===== src/rtl/systolic_pkg.sv =====
// Shared types and defaults for the systolic result collector.
// Latency: n/a (declarations only).
// Backpressure: n/a.
package systolic_pkg;

    localparam int DW_DEF = 16;
    localparam int N_DEF  = 4;
    localparam int ROW_W  = 4;

    typedef enum logic [1:0] {
        ST_IDLE    = 2'd0,
        ST_COLLECT = 2'd1,
        ST_DONE    = 2'd2
    } state_e;

endpackage


===== src/rtl/sys_col_fifo.sv =====
// Per-column ring buffer with show-ahead head, occupancy count, full and empty flags.
// Latency: a write is visible at the head in the cycle after its capturing edge.
// Backpressure: writes while full are dropped unless a read happens in the same cycle.
module sys_col_fifo #(
    parameter int DW    = 16,
    parameter int DEPTH = 4
) (
    input  logic                         clk,
    input  logic                         rst,
    input  logic                         wr_en,
    input  logic [DW-1:0]                wr_dat,
    input  logic                         rd_en,
    output logic [DW-1:0]                rd_dat,
    output logic [$clog2(DEPTH+1)-1:0]   count,
    output logic                         full,
    output logic                         empty
);

    localparam int PW = (DEPTH > 1) ? $clog2(DEPTH) : 1;
    localparam int CW = $clog2(DEPTH + 1);
    localparam logic [PW-1:0] PTR_LAST = PW'(DEPTH - 1);
    localparam logic [CW-1:0] CNT_FULL = CW'(DEPTH);

    logic [DW-1:0] mem_q [DEPTH];
    logic [DW-1:0] mem_d [DEPTH];
    logic [PW-1:0] wr_ptr_q, wr_ptr_d;
    logic [PW-1:0] rd_ptr_q, rd_ptr_d;
    logic [CW-1:0] cnt_q, cnt_d;
    logic          do_wr, do_rd;

    assign full   = (cnt_q == CNT_FULL);
    assign empty  = (cnt_q == '0);
    assign count  = cnt_q;
    assign rd_dat = mem_q[rd_ptr_q];
    assign do_rd  = rd_en & ~empty;
    assign do_wr  = wr_en & (~full | do_rd);

    // Next-state for storage, wrapping pointers and occupancy.
    always_comb begin
        mem_d    = mem_q;
        wr_ptr_d = wr_ptr_q;
        rd_ptr_d = rd_ptr_q;
        cnt_d    = cnt_q;
        if (do_wr) begin
            mem_d[wr_ptr_q] = wr_dat;
            wr_ptr_d = (wr_ptr_q == PTR_LAST) ? '0 : wr_ptr_q + PW'(1);
        end
        if (do_rd) begin
            rd_ptr_d = (rd_ptr_q == PTR_LAST) ? '0 : rd_ptr_q + PW'(1);
        end
        case ({do_wr, do_rd})
            2'b10:   cnt_d = cnt_q + CW'(1);
            2'b01:   cnt_d = cnt_q - CW'(1);
            default: cnt_d = cnt_q;
        endcase
    end

    // Register update with synchronous reset.
    always_ff @(posedge clk) begin
        if (rst) begin
            wr_ptr_q <= '0;
            rd_ptr_q <= '0;
            cnt_q    <= '0;
            for (int i = 0; i < DEPTH; i++) mem_q[i] <= '0;
        end else begin
            wr_ptr_q <= wr_ptr_d;
            rd_ptr_q <= rd_ptr_d;
            cnt_q    <= cnt_d;
            mem_q    <= mem_d;
        end
    end

endmodule


===== src/rtl/systolic_result_collector.sv =====
// Deskews the bottom-row outputs of a 4-column systolic array into whole result rows.
// Latency: a row is presented the cycle after its last column element is captured.
// Backpressure: valid/ready on the row; column writes beyond buffer space are dropped and flagged.
module systolic_result_collector
    import systolic_pkg::*;
#(
    parameter int DW    = DW_DEF,
    parameter int N     = N_DEF,
    parameter int DEPTH = 4
) (
    input  logic             clk,
    input  logic             rst,
    input  logic             start,
    input  logic [3:0]       cfg_rows,
    input  logic [DW-1:0]    sys_data_out_41,
    input  logic [DW-1:0]    sys_data_out_42,
    input  logic [DW-1:0]    sys_data_out_43,
    input  logic [DW-1:0]    sys_data_out_44,
    input  logic             sys_valid_out_41,
    input  logic             sys_valid_out_42,
    input  logic             sys_valid_out_43,
    input  logic             sys_valid_out_44,
    output logic [DW-1:0]    out_data_1,
    output logic [DW-1:0]    out_data_2,
    output logic [DW-1:0]    out_data_3,
    output logic [DW-1:0]    out_data_4,
    output logic [3:0]       out_row_idx,
    output logic             out_valid,
    input  logic             out_ready,
    output logic             busy,
    output logic             done,
    output logic             overflow_err
);

    localparam int CW = $clog2(DEPTH + 1);
    localparam logic [CW-1:0] DEPTH_C = CW'(DEPTH);

    state_e          state_q, state_d;
    logic [3:0]      rows_q, rows_d;
    logic [3:0]      row_idx_q, row_idx_d;
    logic [3:0]      wr_cnt_q [N];
    logic [3:0]      wr_cnt_d [N];
    logic            ovf_q, ovf_d;

    logic [N-1:0]    col_vld, wr_req, col_wr, col_drop, col_full, col_empty;
    logic [DW-1:0]   col_wdat [N];
    logic [DW-1:0]   col_head [N];
    logic [CW-1:0]   col_cnt  [N];
    logic            in_collect, row_vld, row_pop, last_row;

    // Gather the per-column array outputs into indexable form.
    always_comb begin
        col_vld     = {sys_valid_out_44, sys_valid_out_43, sys_valid_out_42, sys_valid_out_41};
        col_wdat[0] = sys_data_out_41;
        col_wdat[1] = sys_data_out_42;
        col_wdat[2] = sys_data_out_43;
        col_wdat[3] = sys_data_out_44;
    end

    assign in_collect = (state_q == ST_COLLECT);
    assign row_vld    = in_collect & ~(|col_empty);
    assign row_pop    = row_vld & out_ready;
    assign last_row   = row_pop & (row_idx_q == rows_q - 4'd1);

    // Column write admission: only the first cfg_rows valids count, and a full column
    // still takes a write when the row pop frees its head in the same cycle.
    always_comb begin
        wr_req   = '0;
        col_wr   = '0;
        col_drop = '0;
        for (int j = 0; j < N; j++) begin
            wr_req[j]   = in_collect & col_vld[j] & (wr_cnt_q[j] < rows_q);
            col_wr[j]   = wr_req[j] & ((col_cnt[j] < DEPTH_C) | row_pop);
            col_drop[j] = wr_req[j] & col_full[j] & ~row_pop;
        end
    end

    // FSM next-state plus row/column counters and the sticky drop flag.
    always_comb begin
        state_d   = state_q;
        rows_d    = rows_q;
        row_idx_d = row_idx_q;
        wr_cnt_d  = wr_cnt_q;
        ovf_d     = ovf_q;
        case (state_q)
            ST_IDLE: begin
                if (start) begin
                    state_d   = ST_COLLECT;
                    rows_d    = cfg_rows;
                    row_idx_d = '0;
                    ovf_d     = 1'b0;
                    for (int j = 0; j < N; j++) wr_cnt_d[j] = '0;
                end
            end
            ST_COLLECT: begin
                for (int j = 0; j < N; j++) begin
                    if (wr_req[j]) wr_cnt_d[j] = wr_cnt_q[j] + 4'd1;
                end
                if (|col_drop) ovf_d = 1'b1;
                if (row_pop) row_idx_d = row_idx_q + 4'd1;
                if (last_row) state_d = ST_DONE;
            end
            ST_DONE: begin
                state_d = ST_IDLE;
            end
            default: begin
                state_d = ST_IDLE;
            end
        endcase
    end

    // State and counter registers with synchronous reset.
    always_ff @(posedge clk) begin
        if (rst) begin
            state_q   <= ST_IDLE;
            rows_q    <= '0;
            row_idx_q <= '0;
            ovf_q     <= 1'b0;
            for (int j = 0; j < N; j++) wr_cnt_q[j] <= '0;
        end else begin
            state_q   <= state_d;
            rows_q    <= rows_d;
            row_idx_q <= row_idx_d;
            ovf_q     <= ovf_d;
            wr_cnt_q  <= wr_cnt_d;
        end
    end

    for (genvar j = 0; j < N; j++) begin : g_col
        sys_col_fifo #(
            .DW    (DW),
            .DEPTH (DEPTH)
        ) u_fifo (
            .clk    (clk),
            .rst    (rst),
            .wr_en  (col_wr[j]),
            .wr_dat (col_wdat[j]),
            .rd_en  (row_pop),
            .rd_dat (col_head[j]),
            .count  (col_cnt[j]),
            .full   (col_full[j]),
            .empty  (col_empty[j])
        );
    end

    assign out_valid    = row_vld;
    assign out_data_1   = row_vld ? col_head[0] : '0;
    assign out_data_2   = row_vld ? col_head[1] : '0;
    assign out_data_3   = row_vld ? col_head[2] : '0;
    assign out_data_4   = row_vld ? col_head[3] : '0;
    assign out_row_idx  = row_idx_q;
    assign busy         = (state_q != ST_IDLE);
    assign done         = (state_q == ST_DONE);
    assign overflow_err = ovf_q;

endmodule

===== config.mk =====
export PLATFORM = sky130hd
export DESIGN_NAME = systolic_result_collector
export DESIGN_NICKNAME = d
export VERILOG_FILES = /design/src/rtl/systolic_pkg.sv /design/src/rtl/sys_col_fifo.sv /design/src/rtl/systolic_result_collector.sv
export SDC_FILE = /design/constraint.sdc
export NUM_CORES = 1
export LEC_CHECK = 0
export CAP_MARGIN = 0
export CORE_MARGIN = 2
export CORE_UTILIZATION = 52
export CTS_CLUSTER_DIAMETER = 120
export DETAILED_ROUTE_END_ITERATION = 7
export PLACE_DENSITY = 0.83
export SLEW_MARGIN = 20
export SYNTH_ARGS = -nofsm -noshare
export SYNTH_HDL_FRONTEND = slang
export SYNTH_SLANG_ARGS = --single-unit

===== constraint.sdc =====
create_clock -name clk -period 3 [get_ports clk]
set_input_delay 0.3 -clock clk [delete_from_list [all_inputs] [get_ports clk]]
set_output_delay 0.3 -clock clk [all_outputs]
set_load 0.02 [all_outputs]

=== Word-level counts from Yosys, hierarchy flattened ===
Index checks and enable logic that the tools add are counted.
W data, S select, Z words.

* Add/sub/neg operators: 22
* Order comparisons: 20
* Eq/ne operators: 31
* Multiplexer cells: 55
* Bitwise operators: 57
* Reductions and logical operators: 25

{| class="wikitable"
|+ Operators by type and width
! operator !! number
|-
| $mux W16 || 17
|-
| $bwmux W64 || 4
|-
| $bmux W16 S2 || 4
|-
| $demux W16 S2 || 4
|-
| $pmux W16 S2 || 1
|-
| $and A1 B1 Y1 || 31
|-
| $eq A2 B2 Y1 const B || 13
|-
| $ge A3 B3 Y1 const B || 8
|-
| $mux W4 || 6
|-
| $not A2 Y3 || 8
|-
| $pmux W3 S2 || 4
|-
| $add A4 B1 Y4 const B || 5
|-
| $mux W2 || 10
|-
| $reduce_and A3 Y1 || 6
|-
| $add A2 B1 Y2 const B || 8
|-
| $lt A4 B4 Y1 || 4
|-
| $add A3 B1 Y3 const B || 4
|-
| $eq A3 B3 Y1 const B || 4
|-
| $logic_not A3 Y1 || 4
|-
| $lt A3 B1 Y1 const B || 4
|-
| $lt A3 B3 Y1 const B || 4
|-
| $reduce_bool A2 Y1 || 6
|-
| $sub A3 B1 Y3 const B || 4
|-
| $eq A2 B1 Y1 const B || 5
|-
| other kinds (14) || 42
|}

* Register bits after elaboration: 311
* Input bits: 76

=== Depth between registers and ports, before layout ===
Gate-level depths: netlist of the first run.

* Word-level depth: 10
* Gate-level depth with buffers: 13
* Depth with buffers taken out: 12

=== Modules after synthesis ===
A second synthesis of the first run with hierarchy kept.

* Cells, all modules: 1450
* Area, all modules: 14974.4 um^2

{| class="wikitable"
|+ By module, submodules not included
! module !! times used !! cells each !! area each (um^2) !! sequential area each (um^2)
|-
| sys_col_fifo || 4 || 295 || 3179.3 || 1421.4
|-
| systolic_result_collector || 1 || 270 || 2257.2 || 540.5
|}

=== Least setup slack after synthesis of the first run ===
No wires, ideal clock.

* Path type: flip-flop to flip-flop
* From: reg g_col[3].u_fifo.cnt_q[2]
* To: reg g_col[1].u_fifo.cnt_q[2]
* Setup time: 70 ps
* Arrival time: 2941 ps
* Data required time: 2930 ps
* Path slack: -12 ps
* Stages on the path, launching flop included: 14
* Clock period less this slack: 3012 ps
* Cell sequence: dfxtp_1 -> clkbuf_1 -> nor3_1 -> nor4_1 -> nand2_1 -> clkbuf_1 -> clkbuf_1 -> inv_1 -> ha_1 -> inv_1 -> fa_1 -> xor2_1 -> or3_1 -> a21oi_1

* Word-level cells in the longest chain between the ends: 10
* Elaborated cells on any way between the ends: 14

{| class="wikitable"
|+ RTL lines
! what !! RTL line !! text
|-
| start: declaration || sys_col_fifo.sv:28 || <nowiki>logic [CW-1:0] cnt_q, cnt_d;</nowiki>
|-
| start signal: assignment || sys_col_fifo.sv:68 || <nowiki>cnt_q <= cnt_d;</nowiki>
|-
| $logic_not A3 Y1 (*) || sys_col_fifo.sv:32 || <nowiki>assign empty = (cnt_q == '0);</nowiki>
|-
| $reduce_or A4 Y1 (*) || systolic_result_collector.sv:61 || <nowiki>assign row_vld = in_collect & ~(|col_empty);</nowiki>
|-
| $not A1 Y1 (*) || systolic_result_collector.sv:61 ||
|-
| $and A1 B1 Y1 (*) || systolic_result_collector.sv:61 ||
|-
| $and A1 B1 Y1 (*) || systolic_result_collector.sv:62 || <nowiki>assign row_pop = row_vld & out_ready;</nowiki>
|-
| $and A1 B1 Y1 (*) || sys_col_fifo.sv:35 || <nowiki>assign do_rd = rd_en & ~empty;</nowiki>
|-
| net g_col[1].u_fifo.do_rd || sys_col_fifo.sv:29 || <nowiki>logic do_wr, do_rd;</nowiki>
|-
| $or A1 B1 Y1 || sys_col_fifo.sv:36 || <nowiki>assign do_wr = wr_en & (~full | do_rd);</nowiki>
|-
| $and A1 B1 Y1 || sys_col_fifo.sv:36 ||
|-
| $eq A2 B1 Y1 / $eq A2 B2 Y1 (equally long branches) || sys_col_fifo.sv:51 || <nowiki>case ({do_wr, do_rd})</nowiki>
|-
| $pmux W3 S2 / $reduce_bool A2 Y1 (equally long branches) || n/a ||
|-
| end signal: assignment || sys_col_fifo.sv:68 ||
|-
| end: declaration || sys_col_fifo.sv:28 ||
|}

Mark *: on every way through the listed nets, which the timed path passes. The rest lies on a longest branch.
A chain may end at the register's enable or synchronous reset.

=== Worst setup path in the final report of the first run ===
* From: reg state_q[1]
* To: out out_data_4[7]

* Word-level cells in the longest chain between the ends: 3

{| class="wikitable"
|+ RTL lines
! what !! RTL line !! text
|-
| start: declaration || systolic_result_collector.sv:38 || <nowiki>state_e state_q, state_d;</nowiki>
|-
| start signal: assignment || systolic_result_collector.sv:121 || <nowiki>state_q <= state_d;</nowiki>
|-
| $eq A2 B1 Y1 || systolic_result_collector.sv:60 || <nowiki>assign in_collect = (state_q == ST_COLLECT);</nowiki>
|-
| $and A1 B1 Y1 || systolic_result_collector.sv:61 ||
|-
| $mux W16 || systolic_result_collector.sv:150 || <nowiki>assign out_data_4 = row_vld ? col_head[3] : '0;</nowiki>
|-
| end: declaration || systolic_result_collector.sv:26 || <nowiki>output logic [DW-1:0] out_data_4,</nowiki>
|}

No other way between the ends.

==> results.yml, run 1 <==
yosys:
  postSynthCellCount: 1448
  synth_top_cell_area_share_pct: 42.33
  ys_seq_area_share_pct: 42.33
  yosys.area.top_type: "dfxtp_1"
  yosys_most_used_dff: "dfxtp_1"
  synth.distinct_cells: 53
  yosys_register_bits: 311
  syn-num-nets: 1569
  postSynthAreaPerCell_um2: 10.16
  syn_area_um2: 14710
  synth_edf_count: 0
  async_flop_share_pct: 0
  synth_area_leaders: "dfxtp_1 42%, mux2i_1 18%, mux4_2 9.8%"
  ys.warnings.count: 0
power:
  peakVddDrop_mv: 0.3653
  p_leak_nw: 8.350
  power_density_nw_per_um2: 492.9
layout:
  fin_nets: 1697
  drive_above_1_share_pct: 11.83
  mostFrequentLayoutCell: "nand2_1"
  design_area_um2: 17710
  n_fill_cell: 2185
  seq_area_um2: 6228
  antennaDiodeCount: 0
  fin_cells: 1976
  area_growth_pct: 20.42
  final_cell_mix: "354 x nand2_1, 309 x dfxtp_1, 260 x mux2i_1"
  multi_input_area_um2: 7870
sta:
  fin_tns_setup_ns: 0
  fmax_mhz: 348.3
  slew_headroom_pct: 58.59
  setup_violations: 0
  period_share_pct: 95.69
  slew_violations: 0
  fin_skew_ns: 0.01576
  worst_slew_pin_slew_ns: 0.6212
  grt_setup_unrepaired: "false"
  whs_ns: 0.3635
  min_period_ns: 2.871
  final_hold_viol_count: 0
worst_setup_path:
  startpoint: "state_q[1]"
  reg2reg_from: "g_col[3].u_fifo.count[0]"
  slowest_stage: "clkdlybuf4s50_1"
  end_kind: "output port"
  max_stage_delay_ns: 0.62
  cp.required_ns: 2.70
  critPathBufInv: 4
  crit_type: "reg -> out"
  path_common_cell: "buf_4"
  rr_worst_depth: 11
  r2r-end: "g_col[0].u_fifo.count[2]"
  path_delay_family: "buffers and inverters"
  path_cells: "nand2b_1 > buf_4 > nor4_4 > buf_4 > buf_12 > and3_1 > clkdlybuf4s50_1"
  worst_setup_path_start_kind: "flip-flop"
  crit_arrival_ns: 2.57
  r2r_slack_ns: 0.27
  critPathMaxFanout: 35
floorplan:
  start_util_pct: 52.94
  die_y_um: 172.2
  dieArea_um2: 29640
  die_x_um: 172.2
  core_um2: 27780
  std_cell_rows: 61
  ios: 148
global_routing:
  grt_pass1_wl_um: 55390
  busiest_layer: "met2"
  grt_pass1_vias: 10960
  antenna_found_initial: 0
  grt_usage_pct: 23.20
  met3_usage_pct: 3.182
  use_met1_pct: 30.77
  grt_max_degree: 150
  use_met2_pct: 39.46
  grt_overflow: 0
hold_path:
  worstHoldStart: "rst"
  hold_class: "in -> reg"
  whs_endpoint: "g_col[1].u_fifo.mem_q[51]"
  worstHoldPathCells: 4
clock_tree:
  hold_buffers: 0
  clkTransAtPathRegs_ns: 0.06
  cts_sinks: 311
  cts_tree: "yes"
  cts_buffers: 34
  htree_num_levels: 2
  clk_latency_ns: 0.50
  clock_path_buffers: 3
  cts-root-buf: "clkbuf_16"
placed_design:
  dp_hpwl_um: 22080
  place_inst: 1915
  gp_congestion: 0.7868
  io_buffers: 147
  placed_cell_area_um2: 16510
detailed_routing:
  drc: 0
  via_count: 10870
  wl_per_cell_um: 17.35
  first_pass_iters: 5
  ant_nets: 0
  viasPerCell: 5.502
  drt_iter0_drc: 657
  drt-total-wl_um: 34280
run:
  maxCapViolations: 0
run_status:
  status: "finished, final reports clean"
registers in the layout, summed over array words and instances, names as in the netlist:
register and cells:
g_col.u_fifo.mem_q 256, wr_cnt_q 16, g_col.u_fifo.count 12, g_col.u_fifo.rd_ptr_q 8, g_col.u_fifo.wr_ptr_q 8, out_row_idx 4, rows_q 4, state_q 2
overflow_err 1
report_power, final:
group / switching [W] / internal, W
combinational: 0.000305 / 0.000231
clock: 0.00162 / 0.00236
sequential: 0.0000331 / 0.00417
through the flow:
stage / setup slack, ns / utilization (%) / total power [W]
2_1_floorplan: 0.1898 / - / 0.004618
4_1_cts: 0.06685 / 63.43 / 0.008792
6_report: 0.1292 / 63.75 / 0.008729
3_3_place_gp: 0.3514 / 59.43 / 0.004813
5_1_grt: 0.007364 / 63.75 / 0.009017
3_5_place_dp: 0.2534 / 59.43 / 0.004829
repair_timing:
item | 4_1_cts | 5_1_grt
endpoints found under the setup margin | 3 | 65
gates cloned | 1 | 0
resized for setup | 0 | 36
buffers inserted | 2 | 0
pin swaps | 1 | 0
endpoints found under the hold margin | 0 | 0
routing by layer:
layer	vias to the layer above	part of all wire (%)
li1	5299	-
met1	5274	45
met2	241	49
met3	57	4.4
met4	0	2.2
met5	-	0
cell usage after synthesis, drive strengths merged (7+ instances only):
| library cell | n |
|---|---|
| nor3 | 15 |
| and3 | 70 |
| nand3 | 28 |
| mux4 | 64 |
| buf | 32 |
| ha | 41 |
| clkbuf | 68 |
| or3 | 12 |
| a21oi | 37 |
| o21ai | 14 |
| dfxtp | 311 |
| nand2b | 7 |
| nor2 | 24 |
| mux2i | 260 |
| nand2 | 354 |
| inv | 34 |
| xor2 | 8 |
| xnor2 | 9 |
logic make-up after synthesis:
group,count (synthesis),synth area share (%)
adder cells (fa/ha/maj),45,4.033
XOR/XNOR,18,1.174
flip-flops,311,42.33
AND/OR/NAND/NOR,527,16.47
buffers and inverters,134,4.262
AO/OA/AOI/OAI,87,4.075
multiplexers,326,27.65
worst min-delay path: cells and delay by family:
kind / cells / cell delay, ns
muxes: 1 / 0.05
and+or+nand+nor: 1 / 0.13
buffers and inverters: 2 / 0.32
worst max path at each step:
| stage | endpoint | cells after the start |
|---|---|---|
| 2_1_floorplan | g_col[1].u_fifo.count[2] | 13 |
| 3_3_place_gp | g_col[1].u_fifo.count[2] | 10 |
| 3_5_place_dp | g_col[1].u_fifo.count[2] | 10 |
| 4_1_cts | out_data_4[2] | 7 |
| 5_1_grt | out_data_1[12] | 7 |
| 6_report | out_data_4[7] | 7 |
cell type report:
type	count	share of cell area, %
clock buffer	54	5.857
clock inverter	4	0.1484
inverter	34	0.7630
multi-input combinational	1003	44.44
sequential	311	35.17
tap	378	2.671
timing repair buffer	192	10.95
No activity file was read; power rests on OpenSTA's default activity.
==> run 2, diff against run 1 <==
Settings changed: GPL_TIMING_DRIVEN from default to 0.
==> run 2 against run 1 <==
- register-to-register slack got worse by 0.19 ns
- worst hold slack got worse by 0.087 ns
- critical path depth increased by 7
- sequential share of layout area decreased by 0.40 points
- highest routed layer is now met5
==> results.yml, run 2 (synthesis results as in run 1) <==
run_status:
  status: "finished, final reports clean"
clock_tree:
  clkTransAtPathRegs_ns: 0.06
  htree_num_levels: 1
  clock_path_buffers: 3
  cts_buffers: 31
  cts_sinks: 311
  cts_tree: "yes"
  clk_latency_ns: 0.57
  cts-root-buf: "clkbuf_16"
sta:
  grt_setup_unrepaired: "true"
  min_period_ns: 2.918
  period_share_pct: 97.28
  final_hold_viol_count: 0
  setup_violations: 0
  worst_slew_pin_slew_ns: 0.7572
  slew_headroom_pct: 49.52
  fin_skew_ns: 0.01878
  fmax_mhz: 342.7
  slew_violations: 0
power:
  power_density_nw_per_um2: 500.9
  peakVddDrop_mv: 0.4137
  intPower_w: 0.006943
  combPwrFrac_pct: 6.7
  seqPwrFrac_pct: 46.8
  p_leak_nw: 8.182
  p_sw_share_pct: 22.82
  switchingPower_w: 0.002052
  pwr-share-clk_pct: 46.5
worst_setup_path:
  critPathBufInv: 6
  path_cells: "nor3_2 > nor4_4 > buf_4 > buf_4 > nand2_1 > buf_6 > clkbuf_8 > inv_1 > ha_2 > inv_1 > fa_1 > xor2_1 > o21ai_0 > a21oi_2"
  end_kind: "flip-flop"
  critPathMaxFanout: 10
  crit_arrival_ns: 3.33
  max_stage_delay_ns: 0.39
  slowest_stage: "dfxtp_4"
  path_delay_family: "buffers and inverters"
  worst_setup_path_start_kind: "flip-flop"
  cp.required_ns: 3.41
  crit_type: "reg -> reg"
global_routing:
  grt_max_degree: 16
  antenna_found_initial: 3
  grt_usage_pct: 27.21
  grt_pass1_vias: 12020
  grt_overflow: 0
  grt_pass1_wl_um: 63420
floorplan:
  dieArea_um2: 29640
  core_um2: 27780
  die_y_um: 172.2
  start_util_pct: 52.94
  die_x_um: 172.2
  std_cell_rows: 61
  ios: 148
layout:
  final_cell_mix: "354 x nand2_1, 303 x dfxtp_1, 260 x mux2i_1"
  antennaDiodeCount: 0
  drive_above_1_share_pct: 13.00
  regMostFlops: "g_col.u_fifo.mem_q"
  largest_register_ffs: 256
  mostFrequentLayoutCell: "nand2_1"
  final_core_util_pct: 64.64
  n_fill_cell: 2154
  fin_cells: 2032
  area_growth_pct: 22.10
  fin_nets: 1751
detailed_routing:
  drt_iter0_drc: 1079
  via_count: 11880
  first_pass_iters: 7
  viasPerCell: 5.846
  wl_per_cell_um: 19.94
  drt-total-wl_um: 40510
  drc: 0
  ant_nets: 0
placed_design:
  place_inst: 1972
  dp_hpwl_um: 27870
  gp_congestion: 0.8252
  io_buffers: 146
run:
  maxCapViolations: 0
hold_path:
  hold_class: "in -> reg"
-- run 2: power by group through the flow --
stage               Combinational (W)  Clock, W  Sequential (W)
floorplan                    0.000330         0         0.00429
global placement             0.000562         0         0.00429
detailed placement           0.000576         0         0.00430
CTS                          0.000586   0.00422         0.00421
global route                 0.000641   0.00440         0.00421
finish                       0.000602   0.00419         0.00421
-- run 2: final cells by class --
type                       instances  area, µm²  share of cell area [%]
sequential                       311       6243                   34.77
clock inverter                    15      234.0                   1.303
buffer                            98      608.1                   3.386
multi-input combinational       1003       7925                   44.13
clock buffer                      42      867.1                   4.829
tap                              378      473.0                   2.634
inverter                          34      127.6                  0.7107
timing repair buffer             151       1479                   8.236
-- run 2: worst paths after layout --
check	start	endpoint	slack, ns	cells after the start
hold reg to reg	g_col[0].u_fifo.mem_q[11]	g_col[0].u_fifo.mem_q[11]	0.46	2
hold / removal	rst	g_col[3].u_fifo.count[0]	0.28	3
setup reg to reg	g_col[2].u_fifo.count[2]	g_col[0].u_fifo.count[2]	0.08	14
setup / recovery	g_col[2].u_fifo.count[2]	g_col[0].u_fifo.count[2]	0.08	14
-- run 2: worst min-delay path: stages --
cell      delay (ns)
clkbuf_1        0.21
nor2_1          0.14
mux2_2          0.14
-- run 2: metrics by stage --
stage | setup TNS [ns] | worst slack, ns | cell area [µm²] | hold slack, ns | total power [W]
floorplan | 0 | 0.1898 | 14710 | 0.4316 | 0.004618
global placement | -25.17 | -0.8327 | 16650 | 0.4387 | 0.004857
detailed placement | -27.90 | -0.8829 | 16650 | 0.4467 | 0.004873
CTS | 0 | 0.003974 | 17860 | 0.2479 | 0.009014
global route | -0.01938 | -0.01678 | 17960 | 0.3075 | 0.009246
finish | 0 | 0.08162 | 17960 | 0.2765 | 0.008995
-- run 2: layer usage --
| layer | up-vias | wire (µm) | global-route usage (%) |
|---|---|---|---|
| met5 | - | 13 | 0 |
| met4 | 2 | 1473 | 10.85 |
| met3 | 103 | 2725 | 3.525 |
| met2 | 474 | 19710 | 45.96 |
| met1 | 5879 | 16590 | 35.53 |
| li1 | 5421 | - | - |
-- run 2: repair_timing --
| item | in CTS | in global routing |
|---|---|---|
| setup buffers | 4 | 1 |
| endpoints found under the setup margin | 74 | 33 |
| resized for setup | 87 | 36 |
| hold buffers | 0 | 0 |
| pin swaps | 1 | 0 |
